### src/rtl/riscv_pkg.sv
// Shared RISC-V front-end definitions: NOP encoding, fetch FSM states and default reset PC.
package riscv_pkg;

    localparam logic [31:0] NOP_INST         = 32'h0000_0013;
    localparam logic [31:0] DEFAULT_RESET_PC = 32'h0000_0000;

    // RUN: nothing outstanding, WAIT: one response due, DROP: one stale response to discard
    typedef enum logic [1:0] {
        ST_RUN  = 2'd0,
        ST_WAIT = 2'd1,
        ST_DROP = 2'd2
    } fetch_state_e;

endpackage

### src/rtl/fetch_stage_if.sv
// Bus bundle between the fetch stage, instruction memory, redirect source and decode.
interface fetch_stage_if #(
    parameter int DATA_WIDTH = 32
);
    // imem: a request is issued on the cycle imem_req && imem_gnt; imem_rvalid returns its word later.
    // id: an instruction transfers on id_valid && id_ready; id_inst/id_pc hold while stalled.
    logic                  imem_req;
    logic [DATA_WIDTH-1:0] imem_addr;
    logic                  imem_gnt;
    logic                  imem_rvalid;
    logic [31:0]           imem_rdata;
    logic                  redirect_valid;
    logic [DATA_WIDTH-1:0] redirect_pc;
    logic                  id_valid;
    logic                  id_ready;
    logic [31:0]           id_inst;
    logic [DATA_WIDTH-1:0] id_pc;

    modport master (
        output imem_req, imem_addr, id_valid, id_inst, id_pc,
        input  imem_gnt, imem_rvalid, imem_rdata, redirect_valid, redirect_pc, id_ready
    );

    modport slave (
        input  imem_req, imem_addr, id_valid, id_inst, id_pc,
        output imem_gnt, imem_rvalid, imem_rdata, redirect_valid, redirect_pc, id_ready
    );
endinterface

### src/rtl/fetch_buffer.sv
// Two-entry response FIFO between instruction memory and decode; flush empties it in one cycle.
module fetch_buffer #(
    parameter int               WIDTH     = 64,
    parameter logic [WIDTH-1:0] RESET_VAL = '0
) (
    input  logic             clk,
    input  logic             rst_n,
    input  logic             push,
    input  logic             pop,
    input  logic             flush,
    input  logic [WIDTH-1:0] wdata,
    output logic [WIDTH-1:0] rdata,
    output logic             full,
    output logic             empty
);
    logic [WIDTH-1:0] mem [2];
    logic             wr_ptr;
    logic             rd_ptr;
    logic [1:0]       count;
    logic             do_push;
    logic             do_pop;

    assign do_pop  = pop && !empty;
    assign do_push = push && (!full || do_pop);

    always_ff @(posedge clk or negedge rst_n) begin
        if (!rst_n) begin
            mem[0] <= RESET_VAL;
            mem[1] <= RESET_VAL;
            wr_ptr <= 1'b0;
            rd_ptr <= 1'b0;
            count  <= 2'd0;
        end else if (flush) begin
            wr_ptr <= 1'b0;
            rd_ptr <= 1'b0;
            count  <= 2'd0;
        end else begin
            if (do_push) begin
                mem[wr_ptr] <= wdata;
                wr_ptr      <= !wr_ptr;
            end
            if (do_pop) rd_ptr <= !rd_ptr;
            count <= count + {1'b0, do_push} - {1'b0, do_pop};
        end
    end

    assign rdata = mem[rd_ptr];
    assign full  = (count == 2'd2);
    assign empty = (count == 2'd0);
endmodule

### src/rtl/fetch_stage.sv
// Instruction fetch: single-outstanding imem requester feeding decode through fetch_buffer.
// Define FETCH_STATS_EN to add the fetch_count / stall_count performance counters.
module fetch_stage
    import riscv_pkg::*;
#(
    parameter int                    DATA_WIDTH = 32,
    parameter logic [DATA_WIDTH-1:0] RESET_PC   = DATA_WIDTH'(DEFAULT_RESET_PC)
) (
    input  logic          clk,
    input  logic          rst_n,
    fetch_stage_if.master bus,
    output fetch_state_e  dbg_state
`ifdef FETCH_STATS_EN
    ,
    output logic [31:0]   fetch_count,
    output logic [31:0]   stall_count
`endif
);
    localparam int ENTRY_W = DATA_WIDTH + 32;

    fetch_state_e          state, state_n;
    logic [DATA_WIDTH-1:0] pc, pc_n;
    logic [DATA_WIDTH-1:0] req_pc, req_pc_n;
    logic                  started;
    logic                  buf_full, buf_empty;
    logic                  push, pop, issue;
    logic [ENTRY_W-1:0]    head;
    logic [2:0]            occ, load;

    fetch_buffer #(
        .WIDTH    (ENTRY_W),
        .RESET_VAL({DATA_WIDTH'(0), NOP_INST})
    ) u_buf (
        .clk  (clk),
        .rst_n(rst_n),
        .push (push),
        .pop  (pop),
        .flush(bus.redirect_valid),
        .wdata({req_pc, bus.imem_rdata}),
        .rdata(head),
        .full (buf_full),
        .empty(buf_empty)
    );

    assign bus.id_valid  = !buf_empty;
    assign bus.id_pc     = head[ENTRY_W-1:32];
    assign bus.id_inst   = head[31:0];
    assign bus.imem_addr = pc;
    assign pop           = bus.id_valid && bus.id_ready;
    assign dbg_state     = state;

    // started holds the request low until the first edge after reset release
    always_ff @(posedge clk or negedge rst_n) begin
        if (!rst_n) begin
            state   <= ST_RUN;
            pc      <= RESET_PC;
            req_pc  <= RESET_PC;
            started <= 1'b0;
        end else begin
            state   <= state_n;
            pc      <= pc_n;
            req_pc  <= req_pc_n;
            started <= 1'b1;
        end
    end

    always_comb begin
        occ  = buf_full ? 3'd2 : (buf_empty ? 3'd0 : 3'd1);
        // Slots already claimed after this cycle's pop; in WAIT a new request may only ride on rvalid.
        load = occ + ((state == ST_WAIT) ? 3'd1 : 3'd0) - (pop ? 3'd1 : 3'd0);
        bus.imem_req = started && (state != ST_DROP) && (load < 3'd2)
                       && ((state == ST_RUN) || bus.imem_rvalid);
        issue    = bus.imem_req && bus.imem_gnt;
        push     = (state == ST_WAIT) && bus.imem_rvalid && !bus.redirect_valid;
        state_n  = state;
        pc_n     = pc;
        req_pc_n = req_pc;
        if (issue) begin
            pc_n     = pc + DATA_WIDTH'(4);
            req_pc_n = pc;
        end
        if (bus.redirect_valid) begin
            pc_n    = bus.redirect_pc & ~DATA_WIDTH'(3);
            state_n = (issue || ((state != ST_RUN) && !bus.imem_rvalid)) ? ST_DROP : ST_RUN;
        end else begin
            case (state)
                ST_RUN:  if (issue) state_n = ST_WAIT;
                ST_WAIT: if (bus.imem_rvalid) state_n = issue ? ST_WAIT : ST_RUN;
                ST_DROP: if (bus.imem_rvalid) state_n = ST_RUN;
                default: state_n = ST_RUN;
            endcase
        end
    end

`ifdef FETCH_STATS_EN
    always_ff @(posedge clk or negedge rst_n) begin
        if (!rst_n) begin
            fetch_count <= 32'd0;
            stall_count <= 32'd0;
        end else begin
            if (pop) fetch_count <= fetch_count + 32'd1;
            if (bus.id_ready && !bus.id_valid) stall_count <= stall_count + 32'd1;
        end
    end
`endif
endmodule

### src/flat_wrapper.sv
// flat-port wrapper written by rule: the top's interface ports become plain ports
module fetch_stage_flat import riscv_pkg::*;
#(
    parameter int                    DATA_WIDTH = 32,
    parameter logic [DATA_WIDTH-1:0] RESET_PC   = DATA_WIDTH'(DEFAULT_RESET_PC)
)
  (clk, rst_n, dbg_state, bus_imem_req, bus_imem_addr, bus_id_valid, bus_id_inst, bus_id_pc, bus_imem_gnt, bus_imem_rvalid, bus_imem_rdata, bus_redirect_valid, bus_redirect_pc, bus_id_ready);
  fetch_stage_if #(.DATA_WIDTH(DATA_WIDTH)) bus_i ();
  input  logic clk;
  input  logic rst_n;
  output fetch_state_e dbg_state;
  output wire logic [$bits(bus_i.imem_req)-1:0] bus_imem_req;
  output wire logic [$bits(bus_i.imem_addr)-1:0] bus_imem_addr;
  output wire logic [$bits(bus_i.id_valid)-1:0] bus_id_valid;
  output wire logic [$bits(bus_i.id_inst)-1:0] bus_id_inst;
  output wire logic [$bits(bus_i.id_pc)-1:0] bus_id_pc;
  input wire logic [$bits(bus_i.imem_gnt)-1:0] bus_imem_gnt;
  input wire logic [$bits(bus_i.imem_rvalid)-1:0] bus_imem_rvalid;
  input wire logic [$bits(bus_i.imem_rdata)-1:0] bus_imem_rdata;
  input wire logic [$bits(bus_i.redirect_valid)-1:0] bus_redirect_valid;
  input wire logic [$bits(bus_i.redirect_pc)-1:0] bus_redirect_pc;
  input wire logic [$bits(bus_i.id_ready)-1:0] bus_id_ready;
  assign bus_imem_req = bus_i.imem_req;
  assign bus_imem_addr = bus_i.imem_addr;
  assign bus_id_valid = bus_i.id_valid;
  assign bus_id_inst = bus_i.id_inst;
  assign bus_id_pc = bus_i.id_pc;
  assign bus_i.imem_gnt = bus_imem_gnt;
  assign bus_i.imem_rvalid = bus_imem_rvalid;
  assign bus_i.imem_rdata = bus_imem_rdata;
  assign bus_i.redirect_valid = bus_redirect_valid;
  assign bus_i.redirect_pc = bus_redirect_pc;
  assign bus_i.id_ready = bus_id_ready;
  fetch_stage #(.DATA_WIDTH(DATA_WIDTH), .RESET_PC(RESET_PC)) u_core (.clk(clk), .rst_n(rst_n), .bus(bus_i), .dbg_state(dbg_state));
endmodule
### config.mk
export PLATFORM = sky130hd
export DESIGN_NAME = fetch_stage_flat
export DESIGN_NICKNAME = d
export VERILOG_FILES = /design/src/rtl/riscv_pkg.sv /design/src/rtl/fetch_stage_if.sv /design/src/rtl/fetch_buffer.sv /design/src/rtl/fetch_stage.sv /design/src/flat_wrapper.sv
export SDC_FILE = /design/constraint.sdc
export NUM_CORES = 1
export LEC_CHECK = 0
export ABC_CLOCK_PERIOD_IN_PS = 10450
export BUFFER_PORTS_ARGS = -buffer_cell sky130_fd_sc_hd__buf_2
export CAP_MARGIN = 30
export CORE_MARGIN = 10
export CORE_UTILIZATION = 60
export CTS_BUF_LIST = sky130_fd_sc_hd__clkbuf_16
export CTS_CLUSTER_DIAMETER = 60
export DETAILED_ROUTE_END_ITERATION = 8
export GPL_TIMING_DRIVEN = 0
export PLACE_DENSITY = 0.95
export SKIP_LAST_GASP = 1
export SYNTH_ARGS = -nofsm -noshare
export SYNTH_HDL_FRONTEND = slang
export SYNTH_HIERARCHICAL = 1
export SYNTH_SLANG_ARGS = --single-unit
### constraint.sdc
create_clock -name clk -period 10.45 [get_ports clk]
set_input_delay 3.135 -clock clk [delete_from_list [all_inputs] [get_ports clk]]
set_output_delay 3.135 -clock clk [all_outputs]
set_load 0.05 [all_outputs]
==> results of run 1 <==
## power by group
group / switching, W / internal, W
registers: 0.0000761 / 0.000854
logic: 0.000382 / 0.000167
clock network: 0.000278 / 0.000326
total: 0.000737 / 0.00135
## metal layers
layer,vias to the layer above,wire (µm)
li1,2839,-
met1,3170,9480
met2,304,11000
met3,52,1830
met4,0,575
met5,-,0
## sequential cells by signal, indices dropped and copies added, names as in the netlist
signal,flops
u_core/u_buf/wr_ptr,1
u_core/u_buf/mem,128
u_core/bus.imem_addr,30
u_core/u_buf/rd_ptr,1
u_core/dbg_state,2
u_core/u_buf/count,2
u_core/req_pc,30
u_core/started,1
## placed cells by master, fill, tap and decap left out, types with 5 or more instances in the layout
cell       synthesis  layout
nor2b_1            5       5
clkbuf_1          22      22
xnor2_1           15      15
nand2_1          127     127
nand4_1           12      12
buf_6              7       7
mux2_4            60      60
inv_1              7      10
nor3_1             6       6
buf_2              3     167
nor2_1             7       7
dfstp_2            6       6
o21ai_0           29      29
conb_1             2       7
dfrtp_1          189     189
buf_4              7       7
clkbuf_16          0      17
nand3_1           12      12
nor4_1             6       6
mux2_2           129     129
xor2_1            16      16
## worst min path at each step
stage | endpoint | cells past startpoint
after floorplan | u_core/u_buf/mem[2] | 1
after global placement | u_core/u_buf/mem[63] | 1
after detailed placement | u_core/u_buf/mem[2] | 1
after CTS | u_core/u_buf/mem[2] | 1
after global routing | u_core/u_buf/mem[12] | 1
final | u_core/u_buf/mem[2] | 1
## through the flow
stage	cell area (µm²)	utilization	setup slack, ns
after floorplan	9100	-	1.67
after global placement	10200	0.691	2.19
after detailed placement	10200	0.693	2.15
after CTS	10700	0.730	2.13
after global routing	10700	0.730	2.02
final	10700	0.730	2.14
## final cells by class
type	count	share of cell area
clock inverters	15	0.0111
well taps	184	0.0214
repair buffers	166	0.0804
plain buffers	41	0.0220
inverters	7	0.00245
clock buffers	17	0.0396
flip-flops and latches	195	0.455
multi-input cells	475	0.368
## cells by family after synthesis
| logic type | share of synthesized area |
|---|---|
| AO/OA/AOI/OAI | 0.0267 |
| XOR/XNOR | 0.0299 |
| adder cells (fa/ha/maj) | 0.00772 |
| buffers and inverters | 0.0289 |
| flip-flops | 0.538 |
| multiplexers | 0.268 |
| other | 0.000827 |
| AND/OR/NAND/NOR | 0.0999 |
## worst register-to-register path, stage by stage (launching register included)
cell	delay (ns)
dfrtp_1	0.42
nor2_1	0.20
nor2b_1	0.11
ha_1	0.29
or3_1	0.32
fa_1	0.51
and3_1	0.19
o211a_1	0.15
clkbuf_1	0.32
buf_1	0.49
clkbuf_1	0.46
nand2_1	0.17
nand2_1	0.09
## cells in the mapped netlist (2+ instances only)
cell	n	share of area
a211oi_1	2	0.0017
and2_1	3	0.0021
and3_1	3	0.0021
and4_1	2	0.0019
buf_1	2	0.00083
buf_2	3	0.0017
buf_4	7	0.0058
buf_6	7	0.0087
clkbuf_1	22	0.0091
conb_1	2	0.00083
dfrtp_1	189	0.52
dfstp_2	6	0.017
ha_1	4	0.0055
inv_1	7	0.0029
mux2_1	4	0.0050
mux2_2	129	0.16
mux2_4	60	0.099
mux2i_1	3	0.0033
nand2_1	127	0.053
nand2b_1	2	0.0014
nand3_1	12	0.0066
nand4_1	12	0.0083
nor2_1	7	0.0029
nor2b_1	5	0.0034
nor3_1	6	0.0033
nor4_1	6	0.0041
o211ai_1	2	0.0017
o21ai_0	29	0.016
or3b_4	2	0.0025
xnor2_1	15	0.014
xor2_1	16	0.015
==> run metrics, run 1 <==
remaining routing DRC violations 0; reg2reg setup slack 6.65 ns; total clock sinks 195; Final TNS setup 0 ns; Rel. slew slack 0.418; Critical-path top delay cell fa_1; CP startpoint bus_id_ready; Yosys reg bits 195; # IOs 170; routed wire length 22900 µm; Buffers & Inverters on Critical Path 2; RSZ-0062 raised after global routing false; met1 Usage GRT 0.281; multi-input logic area 3950 µm²; ys async rst share 1.00; Mapped Cells 713; Die Y 143 µm; status complete, no violations; worst r2r dst u_core/req_pc[9]; Pwr Total 0.00208 W; Overflow after GRT 0; Row Count 44; final RePlAce weighted congestion 0.889; CTS tree yes; routed vias/inst 5.79; Die Wd 143 µm; Hold Buf Count CTS 0; final hold vios 0; Final Cycle Share 0.795; Hold WS 0.491 ns; first-pass GRT wire length 36200 µm; Crit path largest cell delay 0.43 ns; WL per Instance 20.8 µm; Avg Inst Size Synth 12.7 µm²; r2r startpoint u_core/u_buf/count[1]; Antenna Cells 0; nets 978; clk_lat worst skew 0.42 ns; Leak 5.47 nW; H-tree levels 4; cell depth of the worst setup path 8; initial antenna violation count 0; Post-synth top flop dfrtp_1; Pwr Density 194 nW/µm²; Worst Path Arrival 5.17 ns; worst r2r path cells 12; Netlist cell types 48; vias in the first global route 6757; delay-heaviest family, CP adder cells; busiest grt layer met2; via count 6365; register area 4890 µm²; Worst Tran Pin Value 0.872 ns; CTS buffer count 17; clk buf depth 2; Post-Syn Area 9080 µm²; Crit Path Class input port to output pin; routing usage on met3 0.0687; number of synthesized flops with an enable pin 0; YS warnings 6; Area Overhead vs Synth 18.2%; post-route ant nets 0; grt met2 use 0.364; most used cell, CP buf_2; Pins Over Slew Limit 0; Max Freq 120 MHz; DP Cell Count 1068; Die ar. 20400 µm²; GRT Util Overall 0.225; crit path to bus_imem_req; DR pass1 iterations 5; data required time of the worst path 7.32 ns; Critical Path Start Type input port; worst-path maximum fanout 3; # port buffers 165; largest net degree at the start of global routing 99; Setup crit end kind output pin; VDD IR max 127 µV; # setup viols final 0; sequential area share after synthesis 0.538; post-CTS sizing 0; critical hold path startpoint u_core/u_buf/mem[2]; post-DP HPWL 16300 µm; 1st-iter DRT viols 541; Fillers 951; Starting Density 0.618; core footprint 14700 µm²; clk root buf clkbuf_16; Post-CTS Setup Inserts 0; clk_skew 0.00752 ns; register clock-pin slew on the reported worst setup and hold paths 0.06 ns; layout cells sized above 1 0.453; crit path cell chain buf_2, nor2b_1, ha_1, or3_1, fa_1, xor2_1, a211oi_1, buf_2; final std cells w/o fill 1100; worst min path class flip-flop to flip-flop; Tmin final 8.31 ns; MaxCap Viol Count 0
(Power assumes the default switching activity.)
==> inputs of run 2 (changes only) <==
--- a/config.mk
+++ b/config.mk
@@ -5,16 +5,16 @@
 export SDC_FILE = /design/constraint.sdc
 export NUM_CORES = 1
 export LEC_CHECK = 0
-export ABC_CLOCK_PERIOD_IN_PS = 10450
+export ABC_CLOCK_PERIOD_IN_PS = 7800
 export BUFFER_PORTS_ARGS = -buffer_cell sky130_fd_sc_hd__buf_2
 export CAP_MARGIN = 30
 export CORE_MARGIN = 10
-export CORE_UTILIZATION = 60
+export CORE_UTILIZATION = 56
 export CTS_BUF_LIST = sky130_fd_sc_hd__clkbuf_16
 export CTS_CLUSTER_DIAMETER = 60
 export DETAILED_ROUTE_END_ITERATION = 8
 export GPL_TIMING_DRIVEN = 0
-export PLACE_DENSITY = 0.95
+export PLACE_DENSITY = 0.91
 export SKIP_LAST_GASP = 1
 export SYNTH_ARGS = -nofsm -noshare
 export SYNTH_HDL_FRONTEND = slang
==> constraint.sdc (replaced) <==
create_clock -name clk -period 7.8 [get_ports clk]
set_input_delay 2.34 -clock clk [delete_from_list [all_inputs] [get_ports clk]]
set_output_delay 2.34 -clock clk [all_outputs]
set_load 0.05 [all_outputs]
==> run 2 against run 1 <==
  * Total power increased by 37%
  * Clock power increased by 45%
  * Sequential power increased by 33%
  * Critical endpoint unchanged
  * Largest cell class unchanged
  * Largest power group unchanged
==> run metrics, run 2 (synthesis gave the netlist of run 1 again) <==
Die ar. 21700 µm²; WL per Instance 19.2 µm; Die Wd 147 µm; Final TNS setup 0 ns; clk_skew 0.00753 ns; Tmin final 6.81 ns; clk_lat worst skew 0.43 ns; Leak 5.48 nW; data required time of the worst path 5.46 ns; Final Cycle Share 0.873; DP Cell Count 1100; Critical-path top delay cell fa_1; Combinational Power Share 0.256; final RePlAce weighted congestion 0.849; worst r2r path cells 10; Crit Path Class input port to output pin; Rel. slew slack 0.483; remaining routing DRC violations 0; core footprint 15900 µm²; NetSw 0.000979 W; # setup viols final 0; Hold Path Cell Cnt 1; Overflow after GRT 0; Max Freq 147 MHz; Worst Path Arrival 4.47 ns; worst-path maximum fanout 3; Critical Path Start Type input port; Pins Over Slew Limit 0; register clock-pin slew on the reported worst setup and hold paths 0.06 ns; most used cell, CP buf_2; routed vias/inst 5.52; crit path cell chain buf_2, nor2b_1, ha_1, or3_1, fa_1, xor2_1, a211oi_1, buf_2; layout cells sized above 1 0.452; commonest non-fill, non-tap cell in the layout dfrtp_1; vias in the first global route 6696; status complete, no violations; # IOs 170; routed wire length 21700 µm; nets 978; Reg power frac 0.437; post-route ant nets 0; via count 6246; MaxCap Viol Count 0; largest net degree at the start of global routing 125; first-pass GRT wire length 35600 µm; Area Overhead vs Synth 19.2%; initial antenna violation count 0; worst slack at placement 1.05 ns; post-DP HPWL 15800 µm; final std cells w/o fill 1132; Row Count 46; Hold Buf Count CTS 0; # port buffers 165; Post-CTS Setup Inserts 0; cell internal pwr 0.00187 W; post-CTS sizing 0; clk buf depth 2; Worst Tran Pin Value 0.776 ns; Die Y 147 µm; Largest register FFs 128; Crit path largest cell delay 0.42 ns; Pwr Density 263 nW/µm²; total clock sinks 195; Biggest register u_core/u_buf/mem; RSZ-0062 raised after global routing false; CTS tree yes; min setup slack post-route 0.994 ns; clk root buf clkbuf_16; GRT Util Overall 0.203; final hold vios 0; 1st-iter DRT viols 400; Sw Share 0.344; Setup crit end kind output pin; Antenna Cells 0; H-tree levels 4; Starting Density 0.571; Pwr Total 0.00285 W; VDD IR max 172 µV; most frequent cells in the layout dfrtp_1, buf_2, mux2_2, nand2_1, mux2_4; DR pass1 iterations 4; CTS buffer count 17; worst min path class flip-flop to flip-flop; Clock power frac 0.307
[run 2: cell count changes in the layout (fill, tap and decap cells not counted), sizes merged]
| cell | previous run | this run |
|---|---|---|
| clkinv | 6 | 4 |
| bufinv | 1 | 3 |
[run 2: critical path, delay by kind of cell]
kind / cells / cell delay [ns]
adders and majority gates: 2 / 0.71
and+or+nand+nor: 2 / 0.61
buffers and inverters: 2 / 0.38
AOI/OAI and AO/OA: 1 / 0.23
xor gates and xnor gates: 1 / 0.19
[run 2: per-stage QoR]
step	hold slack, ns	instance area [µm²]	utilization
6_report	0.486	10800	0.681
5_1_grt	0.515	10800	0.681
4_1_cts	0.487	10800	0.681
3_5_place_dp	0.469	10200	0.644
3_3_place_gp	0.464	10200	0.642
2_1_floorplan	0.452	9100	-
[run 2: worst paths after layout]
check                                      start  slack, ns                  endpoint
max                                 bus_id_ready       0.99              bus_imem_req
min                          u_core/u_buf/mem[2]       0.49       u_core/u_buf/mem[2]
max reg2reg                u_core/u_buf/count[1]       3.97  u_core/bus.imem_addr[31]
min reg2reg                  u_core/u_buf/mem[2]       0.49       u_core/u_buf/mem[2]
max in group asynchronous                  rst_n       4.98         u_core/req_pc[19]
min in group asynchronous                  rst_n       1.85       u_core/u_buf/mem[6]
[run 2: per-layer routing]
metal | routed length [µm] | global-route usage
met1 | 9490 | 0.259
met4 | 323 | 0.0585
met3 | 1550 | 0.0633
met5 | 0 | 0
met2 | 10400 | 0.324
[run 2: final cells by class]
type | count | area (µm²)
tap | 216 | 270
multi-input combinational | 475 | 3950
fill | 1148 | 5070
timing repair buffer | 166 | 863
clock inverter | 15 | 164
sequential | 195 | 4890
clock buffer | 17 | 425
inverter | 7 | 26.3
buffer | 41 | 236
[run 2: power groups by stage]
stage / clock (W) / combinational, W / sequential, W
floorplan: 0 / 0.000496 / 0.00128
global placement: 0 / 0.000715 / 0.00125
detailed placement: 0 / 0.000731 / 0.00126
finish: 0.000875 / 0.000730 / 0.00124
global route: 0.000937 / 0.000777 / 0.00126
CTS: 0.000892 / 0.000737 / 0.00124
